`src/rtl/gf180mcu_osu_sc_gp12t3v3_strap_capture.sv`:
```
`timescale 1ns/10ps
// Strap capture: synchronizes reset release, waits a settle window, then qualifies
// and locks the tie-cell strap bus once it has been seen stable for several samples.
module gf180mcu_osu_sc_gp12t3v3_strap_capture #(
    parameter int unsigned WIDTH         = 8,
    parameter int unsigned SETTLE_CYCLES = 4,
    parameter int unsigned SAMPLES       = 3,
    parameter int unsigned MAX_RETRY     = 15
) (
    input  logic             CLK,
    input  logic             RN,
    input  logic [WIDTH-1:0] STRAP,
    input  logic             RELOAD,
    output logic [WIDTH-1:0] CFG,
    output logic             VALID,
    output logic             FAULT,
    output logic [3:0]       RETRY,
    output logic             RSTN_SYNC
);
    localparam int unsigned SETTLE_W = 8;
    localparam int unsigned CNT_W    = 4;

    localparam logic [SETTLE_W-1:0] SETTLE_LAST = SETTLE_W'(SETTLE_CYCLES - 1);
    localparam logic [CNT_W-1:0]    SAMPLES_N   = CNT_W'(SAMPLES);
    localparam logic [CNT_W-1:0]    RETRY_MAX   = CNT_W'(MAX_RETRY);
    localparam logic [CNT_W-1:0]    RETRY_SAT   = '1;

    typedef enum logic [2:0] {
        ST_IDLE,
        ST_SETTLE,
        ST_SAMPLE,
        ST_LOCKED,
        ST_FAULT
    } state_e;

    state_e              state_q, state_d;
    logic                sync1_q, sync2_q;
    logic [SETTLE_W-1:0] settle_cnt_q, settle_cnt_d;
    logic [CNT_W-1:0]    match_cnt_q, match_cnt_d;
    logic [CNT_W-1:0]    match_inc;
    logic [CNT_W-1:0]    retry_q, retry_d;
    logic [CNT_W-1:0]    retry_inc;
    logic [WIDTH-1:0]    shadow_q, shadow_d;
    logic [WIDTH-1:0]    cfg_q, cfg_d;
    logic                valid_q, valid_d;
    logic                fault_q, fault_d;

    // Reset synchronizer: asserts with RN, releases two edges later
    always_ff @(posedge CLK or negedge RN) begin
        if (!RN) begin
            sync1_q <= 1'b0;
            sync2_q <= 1'b0;
        end else begin
            sync1_q <= 1'b1;
            sync2_q <= sync1_q;
        end
    end

    always_ff @(posedge CLK or negedge RN) begin
        if (!RN) begin
            state_q      <= ST_IDLE;
            settle_cnt_q <= '0;
            match_cnt_q  <= '0;
            retry_q      <= '0;
            shadow_q     <= '0;
            cfg_q        <= '0;
            valid_q      <= 1'b0;
            fault_q      <= 1'b0;
        end else begin
            state_q      <= state_d;
            settle_cnt_q <= settle_cnt_d;
            match_cnt_q  <= match_cnt_d;
            retry_q      <= retry_d;
            shadow_q     <= shadow_d;
            cfg_q        <= cfg_d;
            valid_q      <= valid_d;
            fault_q      <= fault_d;
        end
    end

    always_comb begin
        state_d      = state_q;
        settle_cnt_d = settle_cnt_q;
        match_cnt_d  = match_cnt_q;
        retry_d      = retry_q;
        shadow_d     = shadow_q;
        cfg_d        = cfg_q;
        valid_d      = valid_q;
        fault_d      = fault_q;
        match_inc    = match_cnt_q + CNT_W'(1);
        retry_inc    = (retry_q == RETRY_SAT) ? retry_q : retry_q + CNT_W'(1);

        case (state_q)
            ST_IDLE: begin
                if (sync2_q) begin
                    state_d      = ST_SETTLE;
                    settle_cnt_d = '0;
                end
            end
            ST_SETTLE: begin
                settle_cnt_d = settle_cnt_q + SETTLE_W'(1);
                if (settle_cnt_q == SETTLE_LAST) begin
                    state_d     = ST_SAMPLE;
                    shadow_d    = STRAP;
                    match_cnt_d = CNT_W'(1);
                end
            end
            ST_SAMPLE: begin
                // An X/Z strap makes the equality untrue and lands in the mismatch path
                if (STRAP == shadow_q) begin
                    match_cnt_d = match_inc;
                    if (match_inc == SAMPLES_N) begin
                        cfg_d   = shadow_q;
                        valid_d = 1'b1;
                        state_d = ST_LOCKED;
                    end
                end else begin
                    shadow_d    = STRAP;
                    match_cnt_d = CNT_W'(1);
                    retry_d     = retry_inc;
                    if (retry_inc == RETRY_MAX) begin
                        fault_d = 1'b1;
                        state_d = ST_FAULT;
                    end
                end
            end
            ST_LOCKED, ST_FAULT: begin
                // CFG deliberately survives a reload until the next lock
                if (RELOAD) begin
                    valid_d      = 1'b0;
                    fault_d      = 1'b0;
                    retry_d      = '0;
                    settle_cnt_d = '0;
                    state_d      = ST_SETTLE;
                end
            end
            default: begin
                state_d = ST_IDLE;
            end
        endcase
    end

    assign CFG       = cfg_q;
    assign VALID     = valid_q;
    assign FAULT     = fault_q;
    assign RETRY     = retry_q;
    assign RSTN_SYNC = sync2_q;

endmodule
```
`config.mk`:
```
export PLATFORM = sky130hd
export DESIGN_NAME = gf180mcu_osu_sc_gp12t3v3_strap_capture
export DESIGN_NICKNAME = d
export VERILOG_FILES = /design/src/rtl/gf180mcu_osu_sc_gp12t3v3_strap_capture.sv
export SDC_FILE = /design/constraint.sdc
export NUM_CORES = 1
export LEC_CHECK = 0
export BUFFER_PORTS_ARGS = -buffer_cell sky130_fd_sc_hd__buf_2
export CORE_ASPECT_RATIO = 1.4
export CORE_MARGIN = 5
export CORE_UTILIZATION = 64
export CTS_BUF_LIST = sky130_fd_sc_hd__clkbuf_4
export DETAILED_ROUTE_END_ITERATION = 10
export GPL_TIMING_DRIVEN = 0
export PLACE_DENSITY = 0.95
export SETUP_SLACK_MARGIN = 0.4
export SLEW_MARGIN = 20
export SYNTH_ARGS = -nofsm -noshare
export SYNTH_HDL_FRONTEND = slang
export SYNTH_SLANG_ARGS = --single-unit
export TNS_END_PERCENT = 20
```
`constraint.sdc`:
```
create_clock -name CLK -period 5.8 [get_ports CLK]
set_clock_uncertainty 0.2 [all_clocks]
set_input_delay 1.16 -clock CLK [delete_from_list [all_inputs] [get_ports CLK]]
set_output_delay 1.16 -clock CLK [all_outputs]
set_load 0.005 [all_outputs]
```
==> results.py, run 1 <==
metrics = {
    "run_status": {
        "status": "completed",
    },
    "global_routing": {
        "grt_pass1_wl_um": 7486,
        "overflow": 0,
        "grt_max_degree": 40,
        "grt_usage": 0.2200,
        "first_global_vias": 1600,
        "antenna_found_initial": 0,
    },
    "synthesis": {
        "syn_nets": 195,
        "yosysSeqAreaShare": 0.4884,
        "synthMuxAreaShare": 0.1158,
        "yosysTopAreaCell": "dfrtp_1",
        "synth_top_family_by_area": "simple AND/OR/NAND/NOR gates",
        "synth_edf_count": 0,
        "synth_xor_xnor_area_share": 0.04822,
        "synth.area.top_cells": "dfrtp_1 (49%), mux2_4 (6.0%), mux2_2 (5.1%)",
        "synth.avg_cell_area_um2": 11.10,
        "synth_cells": 180,
        "synthAdderAreaFrac": 0.02505,
        "yosysWarnings": 0,
        "ys_async_sr_fraction": 1.000,
        "synth_top_area_frac": 0.4884,
        "synthSimpleGateAreaFrac": 0.1672,
        "synthMostInstantiatedCell": "dfrtp_1",
        "synth.cell_area_um2": 1998,
        "synth_common_cells": "dfrtp_1 (39), o21ai_0 (16), nand2_1 (15)",
        "synth-seq-cells": 39,
        "synth_compound_area_frac": 0.1315,
        "synth_cell_types": 48,
        "ys.flop_type": "dfrtp_1",
    },
    "layout": {
        "final_util": 0.7279,
        "multi_input_area_um2": 978.4,
        "syn_to_final_growth_pct": 11.58,
        "fill_cells": 222,
        "final_cells": 252,
        "layout.nets": 227,
        "ff_latch_area_um2": 975.9,
        "final_layout_size_suffix_gt1_frac": 0.2770,
        "antenna_cells": 0,
    },
    "critical_path": {
        "reg2reg_slack_ps": 3340,
        "r2r-start": "state_q[2]$_DFFE_PN0P_",
        "cp.required_ps": 5840,
        "critPathCaptureType": "register",
        "max_stage_delay_ps": 450,
        "crit_arrival_ps": 2900,
        "critPathMaxFanout": 9,
        "r2r_end": "CFG[0]$_DFFE_PN0P_",
        "reg2reg_depth": 5,
        "path_cells": "buf_2, xor2_1, nor4_4, nand3_1, nor2_4, mux2_2",
        "crit_slowest_cell": "nor4_4",
        "critPathLaunchType": "input port",
        "worstSetupPathType": "in -> reg",
    },
    "sta": {
        "timing_hold_violations_final": 0,
        "setup-tns-final_ps": 0,
        "grt_setup_unrepaired": "false",
        "max-slew-margin-rel": 0.4429,
        "holdWs_ps": 164.1,
        "fmax_mhz": 349.9,
        "worst_pin_slew_ps": 835.7,
        "min_period_ps": 2858,
        "finalCritPeriodShare": 0.4927,
        "slew_viol_final": 0,
        "setup_viol": 0,
    },
    "clocking": {
        "cts_resized": 0,
        "cts-root-buf": "clkbuf_4",
        "clk_latency_ps": 350,
        "path_clk_slew_ps": 120,
        "htreeDepth": 2,
        "hold_buffers": 0,
        "cts_setup_buffers": 0,
        "cts_tree": "done",
        "clock-sinks": 39,
        "numCtsBuffers": 5,
        "cts_buffer_depth": 2,
    },
    "route": {
        "wirelength_um": 4233,
        "vias_per_cell": 5.913,
        "drtAntennaViolNets": 0,
        "drcViolationCount": 0,
        "avgRoutedWirePerCell_um": 16.80,
        "first_pass_iters": 4,
        "via_count": 1490,
        "drt_iter0_drc": 34,
    },
    "pwr": {
        "power_density_nw_per_um2": 393.8,
        "max-vdd-ir-drop_v": 0.0002495,
        "power.share.clock": 0.158,
        "comb_power_share": 0.385,
        "p_leak_nw": 1.067,
        "p_int_mw": 0.5452,
        "p_sw_mw": 0.3329,
        "power_frac_seq": 0.457,
        "switching_share": 0.3791,
    },
    "job": {
        "drv_cap": 0,
    },
    "placed_design": {
        "dpl.hpwl_um": 3134,
        "port_buffers": 25,
        "place_congestion": 0.8656,
        "place_inst": 244,
    },
    "worst_hold_path": {
        "hold_end": "RSTN_SYNC$_DFF_PN0_",
        "min_path_cells": 0,
        "min_path_type": "reg -> reg",
        "worstHoldStart": "sync1_q$_DFF_PN0_",
    },
    "die": {
        "num_io_pins": 26,
        "die_w_um": 57.23,
        "initial_core_util": 0.6524,
        "row_count": 24,
        "die_h_um": 76.11,
        "dieArea_um2": 4355,
        "core_um2": 3063,
    },
}
==> sequential cells by signal (all words and copies together) (netlist names) <==
register,flops
RSTN_SYNC,1
VALID,1
settle_cnt_q,8
shadow_q,8
state_q,3
match_cnt_q,4
CFG,8
FAULT,1
RETRY,4
sync1_q,1
==> metrics by stage <==
stage	setup WS (ps)	cell area [µm²]	power, mW
6_report	2942	2230	0.8781
5_1_grt	2884	2230	0.9411
3_3_place_gp	2635	2172	0.7170
3_5_place_dp	2574	2172	0.7424
4_1_cts	2958	2230	0.8811
2_1_floorplan	2986	1998	0.6489
==> worst max-delay path by stage <==
stage / startpoint / to
after detailed placement: STRAP[3] / CFG[4]$_DFFE_PN0P_
final: STRAP[3] / CFG[0]$_DFFE_PN0P_
after global placement: STRAP[3] / CFG[0]$_DFFE_PN0P_
after global routing: STRAP[3] / CFG[7]$_DFFE_PN0P_
after CTS: STRAP[3] / CFG[0]$_DFFE_PN0P_
after floorplan: STRAP[5] / CFG[0]$_DFFE_PN0P_
==> metal layers <==
metal / up-vias / routed length (µm) / global-route usage
li1: 709 / - / -
met1: 728 / 1686 / 0.2533
met2: 42 / 2269 / 0.3741
met3: 11 / 162 / 0.05085
met4: 0 / 114 / 0.1090
met5: - / 0 / 0
==> power by group through the flow <==
stage | combinational, mW | sequential (mW) | clock (mW)
floorplan | 0.260 | 0.389 | 0
global placement | 0.320 | 0.397 | 0
detailed placement | 0.340 | 0.403 | 0
CTS | 0.340 | 0.399 | 0.142
global route | 0.373 | 0.410 | 0.158
finish | 0.338 | 0.401 | 0.139
==> worst max-delay path, delay by kind of cell <==
| family | cells | cell delay (ps) |
|---|---|---|
| AND/OR/NAND/NOR | 3 | 1070 |
| multiplexers | 1 | 380 |
| XOR/XNOR | 1 | 170 |
| buffers and inverters | 1 | 120 |
==> cell usage in the layout, fill, tap and decap left out, types with 2 or more instances in the layout <==
master	synthesis	routed
nor3b_1	2	2
nand3_1	4	4
mux2_4	8	8
a22o_1	3	3
nand2_1	15	15
o22ai_1	2	2
xnor2_1	2	2
nand3b_1	3	3
inv_1	4	4
dfrtp_1	39	39
a21oi_1	5	5
clkbuf_4	0	5
nor3_1	3	3
clkinvlp_4	0	2
a2bb2oi_1	2	2
nor2_1	14	14
o21ai_0	16	16
buf_2	2	27
nor4_4	2	2
ha_1	4	4
mux2_2	9	9
xor2_1	9	9
and3_1	4	4
clkbuf_1	2	2
==> cells by family (layout without fill, tap and decap cells) <==
| group | Yosys count | after routing |
|---|---|---|
| and+or+nand+nor | 58 | 58 |
| AOI/OAI and AO/OA | 40 | 40 |
| DFF | 39 | 39 |
| muxes | 18 | 18 |
| xor gates and xnor gates | 11 | 11 |
| buffers and inverters | 9 | 42 |
| adders and majority gates | 4 | 4 |
| other | 1 | 1 |
==> final cells by class <==
class / count / area share
plain buffers: 5 / 0.01291
repair buffers: 25 / 0.05612
clock buffers: 5 / 0.01684
inverters: 4 / 0.006734
multi-input cells: 132 / 0.4388
well taps: 39 / 0.02189
clock inverters: 3 / 0.008979
flip-flops and latches: 39 / 0.4377
No activity file was read; power rests on OpenSTA's default activity.
==> run 2, diff against run 1 <==
--- a/config.mk
+++ b/config.mk
@@ -8,11 +8,11 @@
 export BUFFER_PORTS_ARGS = -buffer_cell sky130_fd_sc_hd__buf_2
 export CORE_ASPECT_RATIO = 1.4
 export CORE_MARGIN = 5
-export CORE_UTILIZATION = 64
+export CORE_UTILIZATION = 59
 export CTS_BUF_LIST = sky130_fd_sc_hd__clkbuf_4
 export DETAILED_ROUTE_END_ITERATION = 10
 export GPL_TIMING_DRIVEN = 0
-export PLACE_DENSITY = 0.95
+export PLACE_DENSITY = 0.9
 export SETUP_SLACK_MARGIN = 0.4
 export SLEW_MARGIN = 20
 export SYNTH_ARGS = -nofsm -noshare
==> constraint.sdc (replaced) <==
create_clock -name CLK -period 2.8 [get_ports CLK]
set_clock_uncertainty 0.2 [all_clocks]
set_input_delay 0.56 -clock CLK [delete_from_list [all_inputs] [get_ports CLK]]
set_output_delay 0.56 -clock CLK [all_outputs]
set_load 0.005 [all_outputs]
==> run 2 against run 1 <==
Effect of this change:
- sequential power rose by 110%
- first-iteration DRC count rose by 8.8%
- via count is 0.27% lower
- critical path depth did not move
- setup slack got worse by 2500 ps
- total power increased by 110%
- count of clock-buffer cells in the layout unchanged
- cell count increased by 0.79%
- design area is 1.9% higher
- clock power increased to 2.6 times the previous value
- register-to-register slack worse by 2900 ps
==> results.py, run 2 (same netlist as run 1, synthesis figures left out) <==
metrics = {
    "run_status": {
        "status": "completed",
    },
    "die": {
        "die_w_um": 59.19,
        "core_um2": 3316,
        "die_h_um": 78.86,
        "dieArea_um2": 4667,
        "row_count": 25,
        "initial_core_util": 0.6026,
        "num_io_pins": 26,
    },
    "sta": {
        "setup_ws_ps": 485.5,
        "slew_viol_final": 0,
        "min_period_ps": 2314,
        "grt_setup_unrepaired": "false",
        "worst_pin_slew_ps": 861.0,
        "finalCritPeriodShare": 0.8266,
        "setup-tns-final_ps": 0,
        "max-slew-margin-rel": 0.4260,
        "fmax_mhz": 432.1,
        "holdWs_ps": 108.2,
        "timing_hold_violations_final": 0,
        "setup_viol": 0,
    },
    "pwr": {
        "comb_power_share": 0.367,
        "p_sw_mw": 0.6665,
        "switching_share": 0.3538,
        "max-vdd-ir-drop_v": 0.0005912,
        "p_int_mw": 1.217,
        "power_frac_seq": 0.439,
        "p_leak_nw": 1.090,
        "power_density_nw_per_um2": 829.4,
        "power.share.clock": 0.195,
    },
    "critical_path": {
        "reg2reg_slack_ps": 490,
        "crit_slowest_cell": "nor4_4",
        "max_stage_delay_ps": 440,
        "crit_arrival_ps": 2360,
        "path_cells": "xor2_1, nor4_4, nand3_1, nor2_4, buf_4, mux2_2",
        "critPathBufInv": 1,
        "cp.required_ps": 2850,
        "critPathLaunchType": "register",
        "critPathCaptureType": "register",
        "worstSetupPathType": "reg -> reg",
        "crit_family": "simple AND/OR/NAND/NOR gates",
        "critPathMaxFanout": 6,
    },
    "route": {
        "vias_per_cell": 5.850,
        "drt_iter0_drc": 37,
        "drtAntennaViolNets": 0,
        "wirelength_um": 3907,
        "drcViolationCount": 0,
        "first_pass_iters": 4,
        "avgRoutedWirePerCell_um": 15.38,
        "via_count": 1486,
    },
    "placed_design": {
        "dp_slack_ps": 190.1,
        "dpl.hpwl_um": 2806,
        "dpl_cell_area_um2": 2173,
        "port_buffers": 25,
        "place_inst": 245,
        "place_congestion": 0.8651,
    },
    "global_routing": {
        "antenna_found_initial": 0,
        "grt_max_degree": 40,
        "overflow": 0,
        "grt_pass1_wl_um": 6975,
        "first_global_vias": 1497,
        "grt_usage": 0.1947,
    },
    "layout": {
        "ff_latch_area_um2": 975.9,
        "layout_commonest_cell": "dfrtp_1",
        "finalInstanceArea_um2": 2271,
        "final_layout_size_suffix_gt1_frac": 0.2897,
        "antenna_cells": 0,
        "final_cells": 254,
        "fill_cells": 264,
        "layout_common_cells": "dfrtp_1 (39), buf_2 (27), o21ai_0 (16)",
        "multi_input_area_um2": 985.9,
        "syn_to_final_growth_pct": 13.65,
        "layout.nets": 229,
    },
    "clocking": {
        "path_clk_slew_ps": 120,
        "htreeDepth": 2,
        "numCtsBuffers": 5,
        "cts_tree": "done",
        "clock-sinks": 39,
        "cts_buffer_depth": 2,
        "clk_latency_ps": 350,
        "cts-root-buf": "clkbuf_4",
    },
    "worst_hold_path": {
        "min_path_type": "in -> async",
    },
    "job": {
        "drv_cap": 0,
    },
}
run 2: cell count changes in the layout (fill, tap and decap cells not counted):
cell        change
buf_4           +2
bufinv_16       +1
clkinv_2        -1
clkinvlp_4      -1
nor2_1          -1
nor2_2          +1
nor3b_1         -1
nor3b_2         +1
run 2: path summary, 6_finish.rpt:
kind / cells after the start / endpoint / startpoint
min in group CLK: 0 / RSTN_SYNC$_DFF_PN0_ / sync1_q$_DFF_PN0_
max in group asynchronous: 1 / state_q[0]$_DFFE_PN0P_ / RN
worst min-delay path: 1 / FAULT$_DFFE_PN0P_ / RN
worst min register to register: 0 / RSTN_SYNC$_DFF_PN0_ / sync1_q$_DFF_PN0_
worst max register to register: 6 / CFG[3]$_DFFE_PN0P_ / shadow_q[3]$_DFFE_PN0P_
worst max-delay path: 6 / CFG[3]$_DFFE_PN0P_ / shadow_q[3]$_DFFE_PN0P_
run 2: what timing repair did:
item                                    CTS  global route
endpoints found under the setup margin    8            16
setup buffers                             0             2
pin swaps                                 0             1
hold buffers                              0             0
resized for setup                         1             1
endpoints found under the hold margin     0             0
cloned                                    0             0
run 2: layer usage:
metal	part of all wire	track usage	wire length, µm
met1	0.42	0.2367	1631
met2	0.53	0.3151	2057
met4	0.017	0.09070	67
met5	0	0	0
met3	0.038	0.05041	150
run 2: area by class of cell:
| cell class | count | area share |
|---|---|---|
| plain buffers | 5 | 0.01267 |
| flip-flops and latches | 39 | 0.4298 |
| clock inverters | 2 | 0.01653 |
| repair buffers | 27 | 0.06171 |
| multi-input cells | 132 | 0.4342 |
| well taps | 40 | 0.02204 |
| inverters | 4 | 0.006612 |
| clock buffers | 5 | 0.01653 |
run 2: per-stage QoR:
step,total power [mW],util
after detailed placement,1.516,0.6555
after global routing,2.007,0.6849
after CTS,1.888,0.6796
after global placement,1.489,0.6555
after floorplan,1.344,-
final,1.884,0.6849
run 2: worst reg2reg max path, cell delays in order (launching register included):
cell and delay [ps]:
dfrtp_1 430, xor2_1 190, nor4_4 440, nand3_1 270
nor2_4 180, buf_4 170, mux2_2 340
run 2: power groups by stage:
stage | clock, mW | combinational, mW | sequential, mW
after global routing | 0.404 | 0.759 | 0.844
after CTS | 0.376 | 0.691 | 0.821
final | 0.367 | 0.691 | 0.826
after global placement | 0 | 0.666 | 0.823
after floorplan | 0 | 0.539 | 0.805
after detailed placement | 0 | 0.685 | 0.830
